## src/rtl/postfix_pkg.sv

```systemverilog
// Shared definitions for the infix-to-postfix converter and the postfix evaluator:
// token encoding, operator codes/precedence, converter FSM state codes and default depths.
package postfix_pkg;

  localparam int QDEPTH_DEF = 32;
  localparam int SDEPTH_DEF = 16;

  localparam logic [3:0] OP_ADD  = 4'b0001;
  localparam logic [3:0] OP_SUB  = 4'b0010;
  localparam logic [3:0] OP_MUL  = 4'b0100;
  localparam logic [3:0] OP_LPAR = 4'b1000;
  localparam logic [3:0] OP_RPAR = 4'b1001;

  localparam logic [2:0] ST_IDLE    = 3'd0;
  localparam logic [2:0] ST_LOAD    = 3'd1;
  localparam logic [2:0] ST_CONVERT = 3'd2;
  localparam logic [2:0] ST_DRAIN   = 3'd3;
  localparam logic [2:0] ST_EMIT    = 3'd4;

  // mode 0 = operand value, mode 1 = operator/parenthesis code
  typedef struct packed {
    logic       mode;
    logic [3:0] val;
  } tok_t;

  function automatic logic [1:0] op_prec(input logic [3:0] code);
    case (code)
      OP_MUL:         return 2'd2;
      OP_ADD, OP_SUB: return 2'd1;
      default:        return 2'd0;
    endcase
  endfunction

  function automatic logic is_arith(input logic [3:0] code);
    return (code == OP_ADD) || (code == OP_SUB) || (code == OP_MUL);
  endfunction

endpackage

```

## src/rtl/infix2postfix_if.sv

```systemverilog
// Token stream interface: infix tokens in, postfix tokens out, plus status.
// No backpressure: the producer sends one burst and the consumer takes every emitted token.
interface infix2postfix_if;
  logic       in_valid;
  logic       op_mode;
  logic [3:0] in;
  logic       out_valid;
  logic       out_mode;
  logic [3:0] out;
  logic       busy;
  logic       err;

  modport master (
    output in_valid, op_mode, in,
    input  out_valid, out_mode, out, busy, err
  );

  modport slave (
    input  in_valid, op_mode, in,
    output out_valid, out_mode, out, busy, err
  );
endinterface

```

## src/rtl/tok_fifo.sv

```systemverilog
// Token queue with show-ahead read data (rd_dat is the head entry while !empty).
// Writes when full and reads when empty are ignored; clr empties the queue in one cycle.
module tok_fifo #(
  parameter int WIDTH = 5,
  parameter int DEPTH = 32
) (
  input  logic             clk,
  input  logic             rst_n,
  input  logic             clr,
  input  logic             wr_en,
  input  logic [WIDTH-1:0] wr_dat,
  input  logic             rd_en,
  output logic [WIDTH-1:0] rd_dat,
  output logic             full,
  output logic             empty,
  output logic             last
);
  localparam int AW = (DEPTH > 1) ? $clog2(DEPTH) : 1;
  localparam int CW = $clog2(DEPTH + 1);

  logic [WIDTH-1:0] mem [DEPTH];
  logic [AW-1:0]    wr_ptr_q, wr_ptr_d, rd_ptr_q, rd_ptr_d;
  logic [CW-1:0]    cnt_q, cnt_d;
  logic             do_wr, do_rd;

  function automatic logic [AW-1:0] nxt(input logic [AW-1:0] p);
    return (p == AW'(DEPTH - 1)) ? '0 : p + AW'(1);
  endfunction

  assign full   = (cnt_q == CW'(DEPTH));
  assign empty  = (cnt_q == '0);
  assign last   = (cnt_q == CW'(1));
  assign do_wr  = wr_en && !full;
  assign do_rd  = rd_en && !empty;
  assign rd_dat = mem[rd_ptr_q];

  always_comb begin
    wr_ptr_d = wr_ptr_q;
    rd_ptr_d = rd_ptr_q;
    cnt_d    = cnt_q;
    if (clr) begin
      wr_ptr_d = '0;
      rd_ptr_d = '0;
      cnt_d    = '0;
    end else begin
      if (do_wr) wr_ptr_d = nxt(wr_ptr_q);
      if (do_rd) rd_ptr_d = nxt(rd_ptr_q);
      cnt_d = cnt_q + CW'(do_wr) - CW'(do_rd);
    end
  end

  always_ff @(posedge clk or negedge rst_n) begin
    if (!rst_n) begin
      wr_ptr_q <= '0;
      rd_ptr_q <= '0;
      cnt_q    <= '0;
    end else begin
      wr_ptr_q <= wr_ptr_d;
      rd_ptr_q <= rd_ptr_d;
      cnt_q    <= cnt_d;
    end
  end

  always_ff @(posedge clk) begin
    if (do_wr) mem[wr_ptr_q] <= wr_dat;
  end

endmodule

```

## src/rtl/infix2postfix.sv

```systemverilog
// Shunting-yard converter: buffers one infix burst, converts one action per cycle, then
// streams the postfix result gap-free. No backpressure; tokens arriving while busy are dropped.
module infix2postfix
  import postfix_pkg::*;
#(
  parameter int QDEPTH = QDEPTH_DEF,
  parameter int SDEPTH = SDEPTH_DEF
) (
  input  logic           clk,
  input  logic           rst_n,
  infix2postfix_if.slave io
);
  localparam int SPW = $clog2(SDEPTH + 1);
  localparam int SIW = (SDEPTH > 1) ? $clog2(SDEPTH) : 1;
  localparam int TW  = $bits(tok_t);

  logic [2:0]     st_q, st_d;
  logic [SPW-1:0] sp_q, sp_d;
  logic           ovf_q, ovf_d;
  logic           skip_q, skip_d;
  logic           err_q, err_d;

  logic [3:0]     stk_mem [SDEPTH];
  logic [SIW-1:0] top_idx, push_idx;
  logic [3:0]     top_op;
  logic           stk_empty, stk_full, stk_push, abort;

  tok_t in_wdat, in_rd, out_wdat, out_rd;
  logic in_push, in_pop, in_full, in_empty, in_last;
  logic out_push, out_pop, out_full, out_empty, out_last;
  logic q_clr, out_vld;

  assign stk_empty = (sp_q == '0);
  assign stk_full  = (sp_q == SPW'(SDEPTH));
  assign top_idx   = SIW'(sp_q - SPW'(1));
  assign push_idx  = SIW'(sp_q);
  assign top_op    = stk_mem[top_idx];
  assign in_wdat   = {io.op_mode, io.in};

  tok_fifo #(.WIDTH(TW), .DEPTH(QDEPTH)) u_inq (
    .clk    (clk),
    .rst_n  (rst_n),
    .clr    (q_clr),
    .wr_en  (in_push),
    .wr_dat (in_wdat),
    .rd_en  (in_pop),
    .rd_dat (in_rd),
    .full   (in_full),
    .empty  (in_empty),
    .last   (in_last)
  );

  tok_fifo #(.WIDTH(TW), .DEPTH(QDEPTH)) u_outq (
    .clk    (clk),
    .rst_n  (rst_n),
    .clr    (q_clr),
    .wr_en  (out_push && !out_full),
    .wr_dat (out_wdat),
    .rd_en  (out_pop),
    .rd_dat (out_rd),
    .full   (out_full),
    .empty  (out_empty),
    .last   (out_last)
  );

  always_comb begin
    st_d     = st_q;
    sp_d     = sp_q;
    ovf_d    = ovf_q;
    err_d    = 1'b0;
    // a burst that starts while busy is swallowed until in_valid drops
    skip_d   = io.in_valid && (skip_q || ((st_q != ST_IDLE) && (st_q != ST_LOAD)));
    in_push  = 1'b0;
    in_pop   = 1'b0;
    out_push = 1'b0;
    out_wdat = in_rd;
    out_pop  = 1'b0;
    stk_push = 1'b0;
    abort    = 1'b0;
    q_clr    = 1'b0;

    case (st_q)
      ST_IDLE: begin
        if (io.in_valid && !skip_q) begin
          in_push = 1'b1;
          ovf_d   = 1'b0;
          st_d    = ST_LOAD;
        end
      end

      ST_LOAD: begin
        if (io.in_valid) begin
          if (in_full) ovf_d = 1'b1;
          else         in_push = 1'b1;
        end else begin
          err_d = ovf_q;
          st_d  = ST_CONVERT;
        end
      end

      ST_CONVERT: begin
        if (in_empty) begin
          st_d = ST_DRAIN;
        end else if (!in_rd.mode) begin
          out_push = 1'b1;
          in_pop   = 1'b1;
        end else begin
          case (in_rd.val)
            OP_LPAR: begin
              if (stk_full) abort = 1'b1;
              else begin
                stk_push = 1'b1;
                sp_d     = sp_q + SPW'(1);
                in_pop   = 1'b1;
              end
            end
            OP_RPAR: begin
              if (stk_empty) begin
                abort = 1'b1;
              end else if (top_op == OP_LPAR) begin
                sp_d   = sp_q - SPW'(1);
                in_pop = 1'b1;
              end else begin
                out_push = 1'b1;
                out_wdat = {1'b1, top_op};
                sp_d     = sp_q - SPW'(1);
              end
            end
            OP_ADD, OP_SUB, OP_MUL: begin
              // left associativity: equal precedence on the stack is popped first
              if (!stk_empty && is_arith(top_op) && (op_prec(top_op) >= op_prec(in_rd.val))) begin
                out_push = 1'b1;
                out_wdat = {1'b1, top_op};
                sp_d     = sp_q - SPW'(1);
              end else if (stk_full) begin
                abort = 1'b1;
              end else begin
                stk_push = 1'b1;
                sp_d     = sp_q + SPW'(1);
                in_pop   = 1'b1;
              end
            end
            default: abort = 1'b1;
          endcase
          if (in_pop && in_last) st_d = ST_DRAIN;
        end
      end

      ST_DRAIN: begin
        if (stk_empty) begin
          st_d = ST_EMIT;
        end else if (top_op == OP_LPAR) begin
          abort = 1'b1;
        end else begin
          out_push = 1'b1;
          out_wdat = {1'b1, top_op};
          sp_d     = sp_q - SPW'(1);
        end
      end

      ST_EMIT: begin
        if (out_empty) begin
          st_d = ST_IDLE;
        end else begin
          out_pop = 1'b1;
          if (out_last) st_d = ST_IDLE;
        end
      end

      default: st_d = ST_IDLE;
    endcase

    if (abort) begin
      err_d    = 1'b1;
      q_clr    = 1'b1;
      sp_d     = '0;
      stk_push = 1'b0;
      st_d     = ST_IDLE;
    end
  end

  always_ff @(posedge clk or negedge rst_n) begin
    if (!rst_n) begin
      st_q   <= ST_IDLE;
      sp_q   <= '0;
      ovf_q  <= 1'b0;
      skip_q <= 1'b0;
      err_q  <= 1'b0;
    end else begin
      st_q   <= st_d;
      sp_q   <= sp_d;
      ovf_q  <= ovf_d;
      skip_q <= skip_d;
      err_q  <= err_d;
    end
  end

  always_ff @(posedge clk) begin
    if (stk_push) stk_mem[push_idx] <= in_rd.val;
  end

  // output path is combinational from state so reset silences it without waiting for a clock
  assign out_vld      = (st_q == ST_EMIT) && !out_empty;
  assign io.out_valid = out_vld;
  assign io.out_mode  = out_vld && out_rd.mode;
  assign io.out       = out_vld ? out_rd.val : 4'd0;
  assign io.busy      = (st_q != ST_IDLE);
  assign io.err       = err_q;

endmodule

```

## src/flat_wrapper.sv

```systemverilog
// flat-port wrapper written by rule: the top's interface ports become plain ports
module infix2postfix_flat import postfix_pkg::*;
#(
  parameter int QDEPTH = QDEPTH_DEF,
  parameter int SDEPTH = SDEPTH_DEF
)
  (clk, rst_n, io_in_valid, io_op_mode, io_in, io_out_valid, io_out_mode, io_out, io_busy, io_err);
  infix2postfix_if io_i ();
  input  logic clk;
  input  logic rst_n;
  input wire logic [$bits(io_i.in_valid)-1:0] io_in_valid;
  input wire logic [$bits(io_i.op_mode)-1:0] io_op_mode;
  input wire logic [$bits(io_i.in)-1:0] io_in;
  output wire logic [$bits(io_i.out_valid)-1:0] io_out_valid;
  output wire logic [$bits(io_i.out_mode)-1:0] io_out_mode;
  output wire logic [$bits(io_i.out)-1:0] io_out;
  output wire logic [$bits(io_i.busy)-1:0] io_busy;
  output wire logic [$bits(io_i.err)-1:0] io_err;
  assign io_i.in_valid = io_in_valid;
  assign io_i.op_mode = io_op_mode;
  assign io_i.in = io_in;
  assign io_out_valid = io_i.out_valid;
  assign io_out_mode = io_i.out_mode;
  assign io_out = io_i.out;
  assign io_busy = io_i.busy;
  assign io_err = io_i.err;
  infix2postfix #(.QDEPTH(QDEPTH), .SDEPTH(SDEPTH)) u_core (.clk(clk), .rst_n(rst_n), .io(io_i));
endmodule
```

## config.mk

```make
export PLATFORM = sky130hd
export DESIGN_NAME = infix2postfix_flat
export DESIGN_NICKNAME = d
export VERILOG_FILES = /design/src/rtl/postfix_pkg.sv /design/src/rtl/infix2postfix_if.sv /design/src/rtl/tok_fifo.sv /design/src/rtl/infix2postfix.sv /design/src/flat_wrapper.sv
export SDC_FILE = /design/constraint.sdc
export NUM_CORES = 1
export LEC_CHECK = 0
export CAP_MARGIN = 20
export CORE_AREA = 2 2 178 267
export CTS_BUF_LIST = sky130_fd_sc_hd__clkbuf_16
export CTS_CLUSTER_DIAMETER = 100
export DETAILED_ROUTE_END_ITERATION = 12
export DIE_AREA = 0 0 180 269
export PLACE_DENSITY_LB_ADDON = 0.15
export SLEW_MARGIN = 25
export SYNTH_ARGS = -nofsm -noshare
export SYNTH_HDL_FRONTEND = slang
export SYNTH_SLANG_ARGS = --single-unit
```

## constraint.sdc

```tcl
create_clock -name clk -period 11.9 [get_ports clk]
set_clock_uncertainty 0.05 [all_clocks]
set_input_delay 2.38 -clock clk [delete_from_list [all_inputs] [get_ports clk]]
set_output_delay 2.38 -clock clk [all_outputs]
set_load 0.05 [all_outputs]
```

==> impl_metrics.yaml <==
setup_path:
  setup.worst_path.start_class: "flop"
  cp.buffers_inverters: 3
  cp.arrival_ps: 7080
  path_cells: "buf_4, mux4_2, mux2_2, nand3_1, nand4_2, or3_4, ha_1, a21oi_1, or3_1, a211oi_2, and2_1, o31a_2, inv_2, ha_1, inv_1, ha_1, fa_1, a21oi_1, nor2_1, nor2_1, xor2_1, nor2_1"
  worstPathMaxFanout: 31
  slowest_stage: "dfrtp_2"
  slowest_delay_ps: 730
  cp_top_family: "simple AND/OR/NAND/NOR gates"
  end_kind: "flop"
  critical_path_class: "reg -> reg"
  critPathRequiredTime_ps: 12280
detailed_routing:
  wl_per_cell_um: 23.17
  drc: 0
  route.vias.total: 9792
  drt_wl_total_um: 40970
  postRouteAntennaNets: 0
  drt_first_pass_iters: 5
  routed_via_density: 5.538
  drt_iter0_drc: 748
placed_design:
  place_hpwl_um: 26930
  gp_congestion: 0.7516
  numPortBuffers: 15
clock_tree:
  post_cts_buffers: 0
  cts_tree: "done"
  clock_latency_ps: 560
  cts_buffer_depth: 3
  clockRootBuffer: "clkbuf_16"
  cts_max_level: 2
  cts_resized: 0
  numCtsBuffers: 42
  cts_hold_buf: 0
  path_clk_slew_ps: 60
  cts.sinks: 427
synth:
  synth_cell_types: 78
  postSynth.asyncResetShare_pct: 10.07
  syn_nets: 1170
  seq_area_frac_synth_pct: 67.36
  syn_avg_cell_area_sq_um: 16.70
  synth_xor_area_share_pct: 0.7889
  synthAdderAreaFrac_pct: 2.821
  ys_warn_count: 0
  syn_area_sq_mm: 0.01872
  synth-simple-area-share_pct: 8.490
  ys_seq_elements: 427
  synth-edff-count: 384
  postSynthCellCount: 1121
  ys.flop_type: "edfxtp_1"
  synth_compound_area_share_pct: 4.486
  synth_top_family_by_area: "multiplexers"
  synthMuxAreaShare_pct: 13.93
timing:
  max_freq_mhz: 149.4
  drv_slew: 0
  period_share_pct: 56.26
  fin_crit_ps: 6695
  totalNegativeSetupSlack_ps: 0
  setup_viol: 0
  slew_headroom_pct: 32.27
  hold_violations: 0
  grt_setup_unrepaired: "false"
  max_slew.worst_pin.slew_ps: 1015
global_routing:
  antenna_found_initial: 0
  grt_overflow_total: 0
  grt_pass1_wl_um: 63190
  grt_usage_pct: 17.22
  first_global_vias: 10320
  grt_max_degree: 47
power_and_ir_drop:
  switching_share_pct: 33.94
  p_seq_share_pct: 39.4
  power_mw: 5.327
  power.internal_mw: 3.519
  leakage_nw: 7.022
  clockPowerShare_pct: 26.8
  combPwrFrac_pct: 33.9
  peakVddDrop_v: 0.0001243
  netSwitchingPower_mw: 1.808
  p_per_area_mw_per_mm2: 253.7
die:
  core_sq_mm: 0.04624
  die_y_um: 269
  die_w_um: 180
  initial_core_util_pct: 40.47
  die_area_sq_mm: 0.04842
  fp-row-count: 97
  ioPinCount: 16
cells_and_area:
  final_cell_mix: "edfxtp_1, mux4_2, nor2_1"
  final_nets: 1190
  diodes: 0
  area_growth_pct: 12.18
  final_common_cell: "edfxtp_1"
  drive_gt1_share_pct: 19.34
  register_area_sq_mm: 0.01261
  utilization_pct: 45.40
  multi_input_area_sq_mm: 0.005768
  fillers: 3936
run_status:
  outcome: "finished, final reports clean"
worst_hold_path:
  hold_class: "reg -> reg"
job:
  maxCapViolCount: 0
[flip-flops by register name, summed over array words and instances (netlist names), 6 cells and up]
name                 count
u_core.u_inq.mem       160
u_core.u_outq.mem      160
u_core.stk_mem          64
u_core.u_inq.cnt_q       6
u_core.u_outq.cnt_q      6
[metrics by stage]
stage,instances,hold slack (ps),setup WS (ps),cell area [sq um]
floorplan,1121,442.9,6125,18720
global placement,1691,468.2,5244,19480
detailed placement,1691,504.3,5179,19480
CTS,1768,518.6,5141,20980
global route,1768,540.5,4638,21000
finish,1768,521.1,5205,21000
[final timing paths]
kind                                                            from  slack, ps  depth (start not counted)                               endpoint
worst max-delay path            u_core.u_inq.rd_ptr_q[1]$_DFFE_PN0P_       5200                         22       u_core.u_outq.cnt_q[4]$_DFF_PN0_
worst min-delay path                        u_core.ovf_q$_DFFE_PN0P_        520                          1                u_core.io.err$_DFF_PN0_
worst max register to register  u_core.u_inq.rd_ptr_q[1]$_DFFE_PN0P_       5200                         22       u_core.u_outq.cnt_q[4]$_DFF_PN0_
worst min register to register              u_core.ovf_q$_DFFE_PN0P_        520                          1                u_core.io.err$_DFF_PN0_
max in group asynchronous                                      rst_n       9490                          2  u_core.u_outq.rd_ptr_q[1]$_DFFE_PN0P_
min in group asynchronous                                      rst_n       1850                          2             u_core.sp_q[1]$_DFFE_PN0P_
[layer usage]
| metal | track usage [%] | vias up | part of all wire (%) |
|---|---|---|---|
| li1 | - | 4475 | - |
| met1 | 20.06 | 5064 | 39 |
| met2 | 32.45 | 181 | 55 |
| met3 | 2.202 | 72 | 3.4 |
| met4 | 6.218 | 0 | 3.3 |
| met5 | 0 | - | 0 |
[area by class of cell]
cell class	instances	area share, %
Sequential cell	427	60.08
Timing Repair Buffer	30	1.156
Clock inverter	34	2.014
Tap cell	594	3.540
Clock buffer	43	5.125
Inverter	34	0.6079
Multi-Input combinational cell	606	27.47
[logic make-up (layout without fill, tap and decap cells)]
logic type / Yosys count / in the layout
xor+xnor: 16 / 16
mux: 136 / 136
buf+inv: 88 / 141
simple gates: 294 / 294
fa+ha+maj: 41 / 41
compound gates: 119 / 119
flops: 427 / 427
[worst reg2reg max path: stages (launching register included)]
cell      delay (ps)
dfrtp_2          730
buf_4            490
mux4_2           370
mux2_2           280
nand3_1          120
nand4_2          530
or3_4            620
ha_1             280
a21oi_1           50
or3_1            310
a211oi_2         350
and2_1           240
o31a_2           480
inv_2            160
ha_1             310
inv_1             40
ha_1             200
fa_1             430
a21oi_1          150
nor2_1            60
nor2_1           110
xor2_1           150
nor2_1            50
[synthesized netlist by cell type (9+ instances only)]
library cell  instances  share of area, %
edfxtp_1            384                62
mux4_2               98                12
nor2_1               81               1.6
nand2_1              48              0.96
dfrtp_1              43               5.7
ha_1                 39               2.6
a21oi_1              34              0.91
and3_1               33               1.1
inv_1                32              0.64
mux2i_1              32               1.7
clkbuf_1             29              0.58
and2_1               22              0.74
nand3_1              21              0.56
o21ai_0              14              0.37
nor3_1               13              0.35
xnor2_1              12              0.56
nor3b_1              11              0.44
buf_2                 9              0.24
nand3b_1              9              0.36
nor2b_1               9              0.30
[power by group through the flow]
stage	logic, mW	registers (mW)	clock network, mW
floorplan	1.34	2.06	0
global placement	1.82	2.13	0
detailed placement	1.84	2.13	0
CTS	1.84	2.10	1.46
global route	1.99	2.11	1.51
finish	1.80	2.10	1.43
Power figures use the tool's default switching activity.
